`src/rtl/frog_pkg.sv`:
```
// Shared types and constants for the frog game controller.
package frog_pkg;

    localparam int unsigned COORD_W = 11;
    localparam int unsigned SCORE_W = 8;
    localparam int unsigned LIVES_W = 2;
    localparam int unsigned CNT_W   = 8;

    typedef enum logic [1:0] {
        ST_IDLE  = 2'd0,
        ST_PLAY  = 2'd1,
        ST_DYING = 2'd2,
        ST_OVER  = 2'd3
    } game_state_t;

    localparam logic [7:0] KEY_ENTER = 8'h28;
    localparam logic [7:0] KEY_NONE  = 8'h00;

    localparam logic [COORD_W-1:0] RIVER_TOP_DEF = 11'd40;
    localparam logic [COORD_W-1:0] RIVER_BOT_DEF = 11'd200;
    localparam logic [COORD_W-1:0] GOAL_Y_DEF    = 11'd32;
    localparam logic [COORD_W-1:0] LOG_HW_DEF    = 11'd24;
    localparam logic [COORD_W-1:0] LOG_HH_DEF    = 11'd16;
    localparam logic [CNT_W-1:0]   DIE_TICKS_DEF = 8'd60;
    localparam logic [LIVES_W-1:0] START_LIVES   = 2'd3;

endpackage

```
`src/rtl/frame_tick.sv`:
```
// Rising-edge detector turning the frame strobe level into a one-Clk tick.
module frame_tick (
    input  logic Clk,
    input  logic Reset,
    input  logic frame_clk,
    output logic tick
);

    logic frame_clk_q;
    logic frame_clk_d;

    always_comb begin
        frame_clk_d = frame_clk;
    end

    // Tracks the strobe during reset too, so a strobe already high at release is not a tick.
    always_ff @(posedge Clk) begin
        if (Reset) begin
            frame_clk_q <= frame_clk;
        end else begin
            frame_clk_q <= frame_clk_d;
        end
    end

    assign tick = frame_clk & ~frame_clk_q;

endmodule

```
`src/rtl/frog_game_fsm.sv`:
```
// Game controller: start, goal scoring, drowning, death animation and game over.
module frog_game_fsm
    import frog_pkg::*;
#(
    parameter logic [COORD_W-1:0] RIVER_TOP = RIVER_TOP_DEF,
    parameter logic [COORD_W-1:0] RIVER_BOT = RIVER_BOT_DEF,
    parameter logic [COORD_W-1:0] GOAL_Y    = GOAL_Y_DEF,
    parameter logic [COORD_W-1:0] LOG_HW    = LOG_HW_DEF,
    parameter logic [COORD_W-1:0] LOG_HH    = LOG_HH_DEF,
    parameter logic [CNT_W-1:0]   DIE_TICKS = DIE_TICKS_DEF
) (
    input  logic               Clk,
    input  logic               Reset,
    input  logic               frame_clk,
    input  logic [7:0]         keycode,
    input  logic [COORD_W-1:0] FrogX,
    input  logic [COORD_W-1:0] FrogY,
    input  logic [COORD_W-1:0] LogX,
    input  logic [COORD_W-1:0] LogY,
    output logic [1:0]         GameState,
    output logic [LIVES_W-1:0] Lives,
    output logic [SCORE_W-1:0] Score,
    output logic               FrogRespawn
);

    localparam int unsigned SUM_W = COORD_W + 1;

    logic tick;

    game_state_t        state_q,   state_d;
    logic [LIVES_W-1:0] lives_q,   lives_d;
    logic [SCORE_W-1:0] score_q,   score_d;
    logic [CNT_W-1:0]   die_cnt_q, die_cnt_d;
    logic               respawn_q, respawn_d;

    logic on_log;
    logic in_river;
    logic at_goal;

    frame_tick u_frame_tick (
        .Clk       (Clk),
        .Reset     (Reset),
        .frame_clk (frame_clk),
        .tick      (tick)
    );

    // Overlap test widened by one bit so the +half-size sums cannot wrap.
    always_comb begin
        on_log = (SUM_W'(FrogX) + SUM_W'(LOG_HW) >= SUM_W'(LogX)) &&
                 (SUM_W'(FrogX) <= SUM_W'(LogX) + SUM_W'(LOG_HW)) &&
                 (SUM_W'(FrogY) + SUM_W'(LOG_HH) >= SUM_W'(LogY)) &&
                 (SUM_W'(FrogY) <= SUM_W'(LogY) + SUM_W'(LOG_HH));
        in_river = (FrogY >= RIVER_TOP) && (FrogY <= RIVER_BOT);
        at_goal  = (FrogY <= GOAL_Y);
    end

    always_comb begin
        state_d   = state_q;
        lives_d   = lives_q;
        score_d   = score_q;
        die_cnt_d = die_cnt_q;
        respawn_d = 1'b0;

        case (state_q)
            ST_IDLE: begin
                if (keycode == KEY_ENTER) begin
                    state_d   = ST_PLAY;
                    lives_d   = START_LIVES;
                    score_d   = '0;
                    respawn_d = 1'b1;
                end
            end
            // Positions are stale while a respawn reload is in flight, so skip that cycle.
            ST_PLAY: begin
                if (tick && !respawn_q) begin
                    if (at_goal) begin
                        if (score_q != {SCORE_W{1'b1}}) begin
                            score_d = score_q + SCORE_W'(1);
                        end
                        respawn_d = 1'b1;
                    end else if (in_river && !on_log) begin
                        state_d   = ST_DYING;
                        die_cnt_d = DIE_TICKS;
                        if (lives_q != '0) begin
                            lives_d = lives_q - LIVES_W'(1);
                        end
                    end
                end
            end
            ST_DYING: begin
                if (tick) begin
                    if (die_cnt_q <= CNT_W'(1)) begin
                        die_cnt_d = '0;
                        if (lives_q == '0) begin
                            state_d = ST_OVER;
                        end else begin
                            state_d   = ST_PLAY;
                            respawn_d = 1'b1;
                        end
                    end else begin
                        die_cnt_d = die_cnt_q - CNT_W'(1);
                    end
                end
            end
            ST_OVER: begin
                if (tick && keycode == KEY_NONE) begin
                    state_d = ST_IDLE;
                end
            end
            default: begin
                state_d = ST_IDLE;
            end
        endcase
    end

    always_ff @(posedge Clk) begin
        if (Reset) begin
            state_q   <= ST_IDLE;
            lives_q   <= '0;
            score_q   <= '0;
            die_cnt_q <= '0;
            respawn_q <= 1'b0;
        end else begin
            state_q   <= state_d;
            lives_q   <= lives_d;
            score_q   <= score_d;
            die_cnt_q <= die_cnt_d;
            respawn_q <= respawn_d;
        end
    end

    assign GameState   = state_q;
    assign Lives       = lives_q;
    assign Score       = score_q;
    assign FrogRespawn = respawn_q;

endmodule

```
`config.mk`:
```
export PLATFORM = sky130hd
export DESIGN_NAME = frog_game_fsm
export DESIGN_NICKNAME = d
export VERILOG_FILES = /design/src/rtl/frog_pkg.sv /design/src/rtl/frame_tick.sv /design/src/rtl/frog_game_fsm.sv
export SDC_FILE = /design/constraint.sdc
export NUM_CORES = 1
export LEC_CHECK = 0
export ABC_AREA = 1
export ABC_CLOCK_PERIOD_IN_PS = 4600
export CAP_MARGIN = 10
export CORE_MARGIN = 3
export CORE_UTILIZATION = 56
export CTS_CLUSTER_DIAMETER = 60
export DETAILED_ROUTE_END_ITERATION = 7
export PLACE_DENSITY_LB_ADDON = 0.1
export SLEW_MARGIN = 20
export SYNTH_ARGS = -nofsm -noshare
export SYNTH_HDL_FRONTEND = slang
export SYNTH_SLANG_ARGS = --single-unit
```
`constraint.sdc`:
```
create_clock -name Clk -period 4.6 [get_ports Clk]
set_input_delay 0.92 -clock Clk [delete_from_list [all_inputs] [get_ports Clk]]
set_output_delay 0.92 -clock Clk [all_outputs]
set_load 0.02 [all_outputs]
```
==> out/metrics.yaml, run 1 <==
outcome:
  outcome: "finished clean"
grt:
  grt_pass1_vias: 2993
  overflow: 0
  grt_pass1_wl_um: 12200
  track_usage: 0.228
  grt_antenna_before_repair: 0
  grt_max_degree: 16
power:
  clkPwrFrac: 0.102
  comb_power_share: 0.653
  vdd_drop_max_uv: 264
  power_density_nw_per_um2: 304
  p_sw_frac: 0.498
  power_mw: 1.18
  p_switching_mw: 0.585
  power_frac_seq: 0.245
  leakage_nw: 1.96
  p_int_mw: 0.590
routing:
  via_per_inst: 5.13
  route.met3.wl_um: 414
  wl_um: 7230
  drt_first_pass_iters: 4
  maxUsedRoutingLayer: "met4"
  wl_met2_um: 3560
  postRouteAntennaNets: 0
  routedWlPerCell_um: 11.6
  drc_errors: 0
  wl_met1_um: 3200
  num_vias: 3206
  drt_iter0_markers: 171
synthesis:
  yosys_warnings: 0
  synthCells: 488
  synth-edff-count: 0
  yosys.cell_types.count: 41
  syn_area_per_cell_um2: 6.39
  yosysSeqAreaShare: 0.141
  synth_ff_type: "dfxtp_1"
  syn_area_um2: 3120
  synthArstFlopShare: 0
  ys_ff_latch: 22
  syn_nets: 589
die:
  core_um2: 5240
  die_h_um: 80.6
  rows: 26
  start_util: 0.595
  pin_count: 68
  design.die.area_um2: 6500
  fp.dieW_um: 80.6
setup_path:
  endpoint_kind: "flip-flop"
  reg2reg_to: "GameState[0]$_SDFFE_PP0P_"
  reg2reg_slack_ns: 2.62
  r2r_start: "die_cnt_q[0]$_SDFFE_PP0P_"
  required_ns: 4.76
  startpoint_type: "input port"
  worstSetupPathType: "in -> reg"
  reg2regPathDepth: 11
  critical_path_arrival_ns: 3.79
  crit_fanout: 15
sta:
  finalHoldViolCount: 0
  fin_skew_ns: 0.000467
  maxSlewHeadroom: 0.573
  setup_viol: 0
  slew_violations: 0
  timing.final.crit_share: 0.791
  worst_pin_slew_ns: 0.640
  final.min_clock_period_ns: 3.64
  tns_ns: 0
  fmax_mhz: 275
  rsz0062_at_grt: "no"
clock_network:
  clock_sinks: 22
  cts_hold_buf: 0
  h-tree-depth: 1
  numCtsBuffers: 3
  cts_buffer_depth: 2
  cts_tree: "yes"
  clkTransAtPathRegs_ns: 0.08
  cts_root_buf: "clkbuf_8"
  cts_resized: 0
  clock_latency_ns: 0.26
  cts_setup_buffers: 0
layout:
  fillers: 461
  diodes: 0
  syn_to_final_growth_pct: 24.2
  layout-drive-gt1-share: 0.0793
  nNetsFinal: 658
worst_hold_path:
  hold_class: "reg -> reg"
  hold_start: "Score[3]$_SDFFE_PP0P_"
  min_to: "Score[3]$_SDFFE_PP0P_"
  whs_path_depth: 2
placement:
  dp_hpwl_um: 6090
  gp_congestion: 0.915
  portBuffers: 67
flow_run:
  maxCapViolations: 0
[cells by family (layout without fill, tap and decap cells)]
group | after synthesis | after routing | synth area share
AND/OR/NAND/NOR | 228 | 228 | 0.346
buffers and inverters | 107 | 174 | 0.140
AO/OA/AOI/OAI | 58 | 58 | 0.113
adder cells (fa/ha/maj) | 46 | 46 | 0.185
XOR/XNOR | 27 | 27 | 0.0759
flip-flops | 22 | 22 | 0.141
[per-layer routing]
layer,vias to the layer above,GRT usage
li1,1680,-
met1,1442,0.266
met2,78,0.430
met3,6,0.0460
met4,0,0.0338
met5,-,0
[worst max-delay path, cell delays in order]
cell and delay [ns]:
clkdlybuf4s50_1 0.50, inv_1 0.08, a21oi_1 0.22, inv_1 0.06, nor2_1 0.13, nand3_1 0.10, xor2_1 0.13, inv_1 0.06
ha_1 0.28, inv_1 0.05, nor2_1 0.19, nand3_2 0.11, nor2_1 0.10, nor2_1 0.05, nor2_1 0.13, nor2_2 0.05
nand3_2 0.07, nand3_2 0.08, nand2_4 0.20, nand3b_1 0.12, nand2_1 0.11, nor2_1 0.05
[sequential cells by signal, summed over array words and instances (netlist names)]
signal	count
FrogRespawn	1
GameState	2
Lives	2
Score	8
die_cnt_q	8
u_frame_tick.frame_clk_q	1
[metrics by stage]
stage	std cells	setup slack, ns	util	hold WS [ns]	cell area (um2)
2_1_floorplan	488	1.58	-	0.481	3120
3_3_place_gp	622	0.866	0.731	0.481	3830
3_5_place_dp	622	0.696	0.731	0.485	3830
4_1_cts	625	0.965	0.739	0.496	3870
5_1_grt	625	0.637	0.739	0.541	3870
6_report	625	0.962	0.739	0.494	3870
[power groups by stage]
stage	registers, mW	clock network [mW]	logic [mW]
6_report	0.288	0.120	0.767
5_1_grt	0.295	0.132	0.881
4_1_cts	0.287	0.123	0.764
3_5_place_dp	0.291	0	0.759
3_3_place_gp	0.290	0	0.733
2_1_floorplan	0.303	0	0.567
[final cells by class]
| type | instances | area, um2 | area share |
|---|---|---|---|
| Timing Repair Buffer | 67 | 671 | 0.173 |
| Inverter | 104 | 390 | 0.101 |
| Multi-Input combinational cell | 359 | 2240 | 0.579 |
| Sequential cell | 22 | 440 | 0.114 |
| Clock buffer | 3 | 41.3 | 0.0107 |
| Tap cell | 70 | 87.6 | 0.0226 |
[synth_stat cells (2+ instances only)]
| cell | number | area, um2 |
|---|---|---|
| nand3_2 | 8 | 80.1 |
| inv_2 | 4 | 15.0 |
| nand3_1 | 23 | 115 |
| and3_1 | 2 | 12.5 |
| xnor2_1 | 5 | 43.8 |
| nor3_1 | 9 | 45.0 |
| nand2_1 | 100 | 375 |
| xor2_1 | 22 | 193 |
| nand4_1 | 5 | 31.3 |
| a21oi_1 | 26 | 130 |
| nor2_2 | 6 | 37.5 |
| ha_1 | 46 | 576 |
| o21ai_1 | 3 | 15.0 |
| o21bai_1 | 2 | 15.0 |
| inv_1 | 100 | 375 |
| nand3b_1 | 2 | 15.0 |
| dfxtp_1 | 22 | 440 |
| nor2_1 | 55 | 206 |
| a21oi_2 | 8 | 70.1 |
| o211ai_1 | 2 | 15.0 |
| or2_2 | 2 | 12.5 |
| nand2_2 | 6 | 37.5 |
| a31oi_1 | 4 | 25.0 |
| nor2_4 | 2 | 22.5 |
| o21ai_0 | 8 | 40.0 |
[placed cells by master, fill, tap and decap left out, drive strengths merged, types with 3 or more instances in the layout]
| master | instances |
|---|---|
| nand3 | 31 |
| inv | 104 |
| nand4 | 5 |
| or2 | 3 |
| ha | 46 |
| nor2 | 64 |
| nand2 | 107 |
| xnor2 | 5 |
| dfxtp | 22 |
| nor3 | 10 |
| a21oi | 34 |
| xor2 | 22 |
| a31oi | 4 |
| o21ai | 11 |
| clkdlybuf4s50 | 67 |
| clkbuf | 3 |
[worst max-delay path by stage]
| stage | to | slack, ns | startpoint |
|---|---|---|---|
| finish | die_cnt_q[5]$_SDFFE_PP0P_ | 0.96 | LogX[5] |
| global route | die_cnt_q[1]$_SDFFE_PP0P_ | 0.64 | LogX[5] |
| CTS | die_cnt_q[1]$_SDFFE_PP0P_ | 0.97 | LogX[5] |
| detailed placement | die_cnt_q[1]$_SDFFE_PP0P_ | 0.70 | LogX[5] |
| global placement | die_cnt_q[1]$_SDFFE_PP0P_ | 0.87 | LogX[5] |
| floorplan | die_cnt_q[4]$_SDFFE_PP0P_ | 1.58 | LogX[3] |
(Power assumes the default switching activity.)
==> inputs of run 2 (changes only) <==
--- a/config.mk
+++ b/config.mk
@@ -6,10 +6,10 @@
 export NUM_CORES = 1
 export LEC_CHECK = 0
 export ABC_AREA = 1
-export ABC_CLOCK_PERIOD_IN_PS = 4600
+export ABC_CLOCK_PERIOD_IN_PS = 3800
 export CAP_MARGIN = 10
 export CORE_MARGIN = 3
-export CORE_UTILIZATION = 56
+export CORE_UTILIZATION = 52
 export CTS_CLUSTER_DIAMETER = 60
 export DETAILED_ROUTE_END_ITERATION = 7
 export PLACE_DENSITY_LB_ADDON = 0.1
==> constraint.sdc (replaced) <==
create_clock -name Clk -period 3.8 [get_ports Clk]
set_input_delay 0.76 -clock Clk [delete_from_list [all_inputs] [get_ports Clk]]
set_output_delay 0.76 -clock Clk [all_outputs]
set_load 0.02 [all_outputs]
==> run 2 against run 1 <==
Critical path depth is 1 higher. Clock-buffer cell count unchanged. Largest cell class unchanged. Clock skew increased by 0.0023 ns. Global-route usage decreased by 2.4 points. Non-clock buffer count did not move. Largest power group unchanged. Setup slack got worse by 0.59 ns. Sequential power is 22% higher. Cell area about the same.
==> out/metrics.yaml, run 2 (synthesized netlist as in run 1, its figures left out) <==
outcome:
  outcome: "finished clean"
routing:
  postRouteAntennaNets: 0  # unchanged
  wl_um: 7000  # -3.1%
  routedWlPerCell_um: 11.2  # -3.4%
  drt_first_pass_iters: 4  # unchanged
  drc_errors: 0  # unchanged
  drt_iter0_markers: 75  # -56%
  via_per_inst: 4.89  # -4.7%
  num_vias: 3066  # -4.4%
die:
  die_h_um: 83.4  # +3.5%
  pin_count: 68  # unchanged
  rows: 27  # +3.8%
  start_util: 0.552  # -0.0426
  fp.dieW_um: 83.4  # +3.5%
  core_um2: 5640  # +7.7%
  design.die.area_um2: 6960  # +7.1%
setup_path:
  critical_path_arrival_ns: 3.63  # -0.16 ns
  crit_fanout: 15  # unchanged
  worstSetupPathType: "in -> reg"
  endpoint_kind: "flip-flop"
  required_ns: 4.01  # -0.75 ns
  startpoint_type: "input port"
sta:
  fmax_mhz: 292
  rsz0062_at_grt: "no"
  timing.final.crit_share: 0.902
  tns_ns: 0  # unchanged
  slew_violations: 0  # unchanged
  maxSlewHeadroom: 0.569  # -0.00449
  worst_pin_slew_ns: 0.646  # +0.00673 ns
  setup_viol: 0  # unchanged
  fin_skew_ns: 0.00279  # +0.00233 ns
  final.min_clock_period_ns: 3.43
  finalHoldViolCount: 0  # unchanged
clock_network:
  cts_resized: 0  # unchanged
  clock_sinks: 22  # unchanged
  cts_setup_buffers: 0  # unchanged
  clock_latency_ns: 0.26  # about the same
  clkTransAtPathRegs_ns: 0.08  # about the same
  numCtsBuffers: 3  # unchanged
  cts_root_buf: "clkbuf_8"
  cts_buffer_depth: 2  # unchanged
  cts_tree: "yes"
  h-tree-depth: 1  # unchanged
  cts_hold_buf: 0  # unchanged
layout:
  fillers: 500  # +8.5%
  diodes: 0  # unchanged
  layout-drive-gt1-share: 0.0793  # unchanged
  final_cell_mix: "inv_1, nand2_1, clkdlybuf4s50_1"
  nNetsFinal: 658  # unchanged
  syn_to_final_growth_pct: 24.3  # about the same
  final_cell_area_um2: 3870  # about the same
power:
  vdd_drop_max_uv: 414  # +57%
  power_density_nw_per_um2: 364  # +20%
  leakage_nw: 1.96  # unchanged
grt:
  grt_antenna_before_repair: 0  # unchanged
  track_usage: 0.203  # -0.0243
  grt_max_degree: 16  # unchanged
  grt_pass1_wl_um: 12400  # +2.2%
  grt_pass1_vias: 2929  # -2.1%
  overflow: 0  # unchanged
placement:
  placed_cell_area_um2: 3830  # about the same
  portBuffers: 67  # unchanged
  dp_hpwl_um: 5920  # -2.8%
  gp_congestion: 0.861  # -6.0%
flow_run:
  maxCapViolations: 0  # unchanged
worst_hold_path:
  hold_class: "reg -> reg"
-- run 2: power breakdown --
part,internal (mW),switching [mW],leakage [nW]
Sequential,0.282,0.0676,0.179
Combinational,0.360,0.556,1.76
Clock,0.0708,0.0748,0.0216
-- run 2: critical path, cell delays in order --
cell             delay (ns)
clkdlybuf4s50_1        0.49
inv_1                  0.08
a21oi_1                0.23
inv_1                  0.06
nor2_1                 0.13
nand3_1                0.10
xor2_1                 0.14
inv_1                  0.07
ha_1                   0.29
inv_1                  0.04
nor2_1                 0.15
nand3_2                0.10
nor2_1                 0.10
nor2_1                 0.05
nor2_1                 0.13
nor2_2                 0.05
nand3_2                0.07
nand3_2                0.08
nand2_4                0.21
nand2_1                0.10
nand2_1                0.08
nand2_1                0.04
nor2_1                 0.08
-- run 2: layer usage --
metal / global-route usage / wire, um
met3: 0.0337 / 333
met2: 0.343 / 3070
met4: 0.0132 / 13
met5: 0 / 0
met1: 0.285 / 3590
-- run 2: stage by stage --
step / power, mW / util / cells / setup slack [ns] / hold WS [ns]
global placement: 1.25 / 0.679 / 624 / 0.138 / 0.483
finish: 1.41 / 0.687 / 627 / 0.374 / 0.494
global route: 1.57 / 0.687 / 627 / 0.0244 / 0.529
CTS: 1.42 / 0.687 / 627 / 0.348 / 0.497
floorplan: 1.05 / - / 488 / 0.941 / 0.481
detailed placement: 1.27 / 0.679 / 624 / 0.0921 / 0.486
-- run 2: cell type report --
| cell class | instances | area, um2 | share of cell area |
|---|---|---|---|
| clock buffers | 3 | 41.3 | 0.0107 |
| repair buffers | 67 | 671 | 0.173 |
| flip-flops and latches | 22 | 440 | 0.114 |
| multi-input cells | 359 | 2240 | 0.578 |
| well taps | 72 | 90.1 | 0.0233 |
| inverters | 104 | 390 | 0.101 |
-- run 2: final timing paths --
check,start,cells after the start,slack [ns],endpoint
worst max register to register,u_frame_tick.frame_clk_q$_DFF_P_,10,1.84,die_cnt_q[1]$_SDFFE_PP0P_
worst min-delay path,Score[3]$_SDFFE_PP0P_,2,0.49,Score[3]$_SDFFE_PP0P_
worst max-delay path,LogX[3],23,0.37,die_cnt_q[1]$_SDFFE_PP0P_
worst min register to register,Score[3]$_SDFFE_PP0P_,2,0.49,Score[3]$_SDFFE_PP0P_
==> inputs of run 3 (changes only) <==
==> constraint.sdc (replaced) <==
create_clock -name Clk -period 3.8 [get_ports Clk]
set_input_delay 0.76 -clock Clk [delete_from_list [all_inputs] [get_ports Clk]]
set_output_delay 0.76 -clock Clk [all_outputs]
set_load 0.01 [all_outputs]
==> results of run 3 <==
Same layout as run 2 (identical final DEF). Status: finished clean.
Main changes from that run: total power 1.41 mW -> 1.40 mW; worst IR drop on VDD 414 uV -> 413 uV
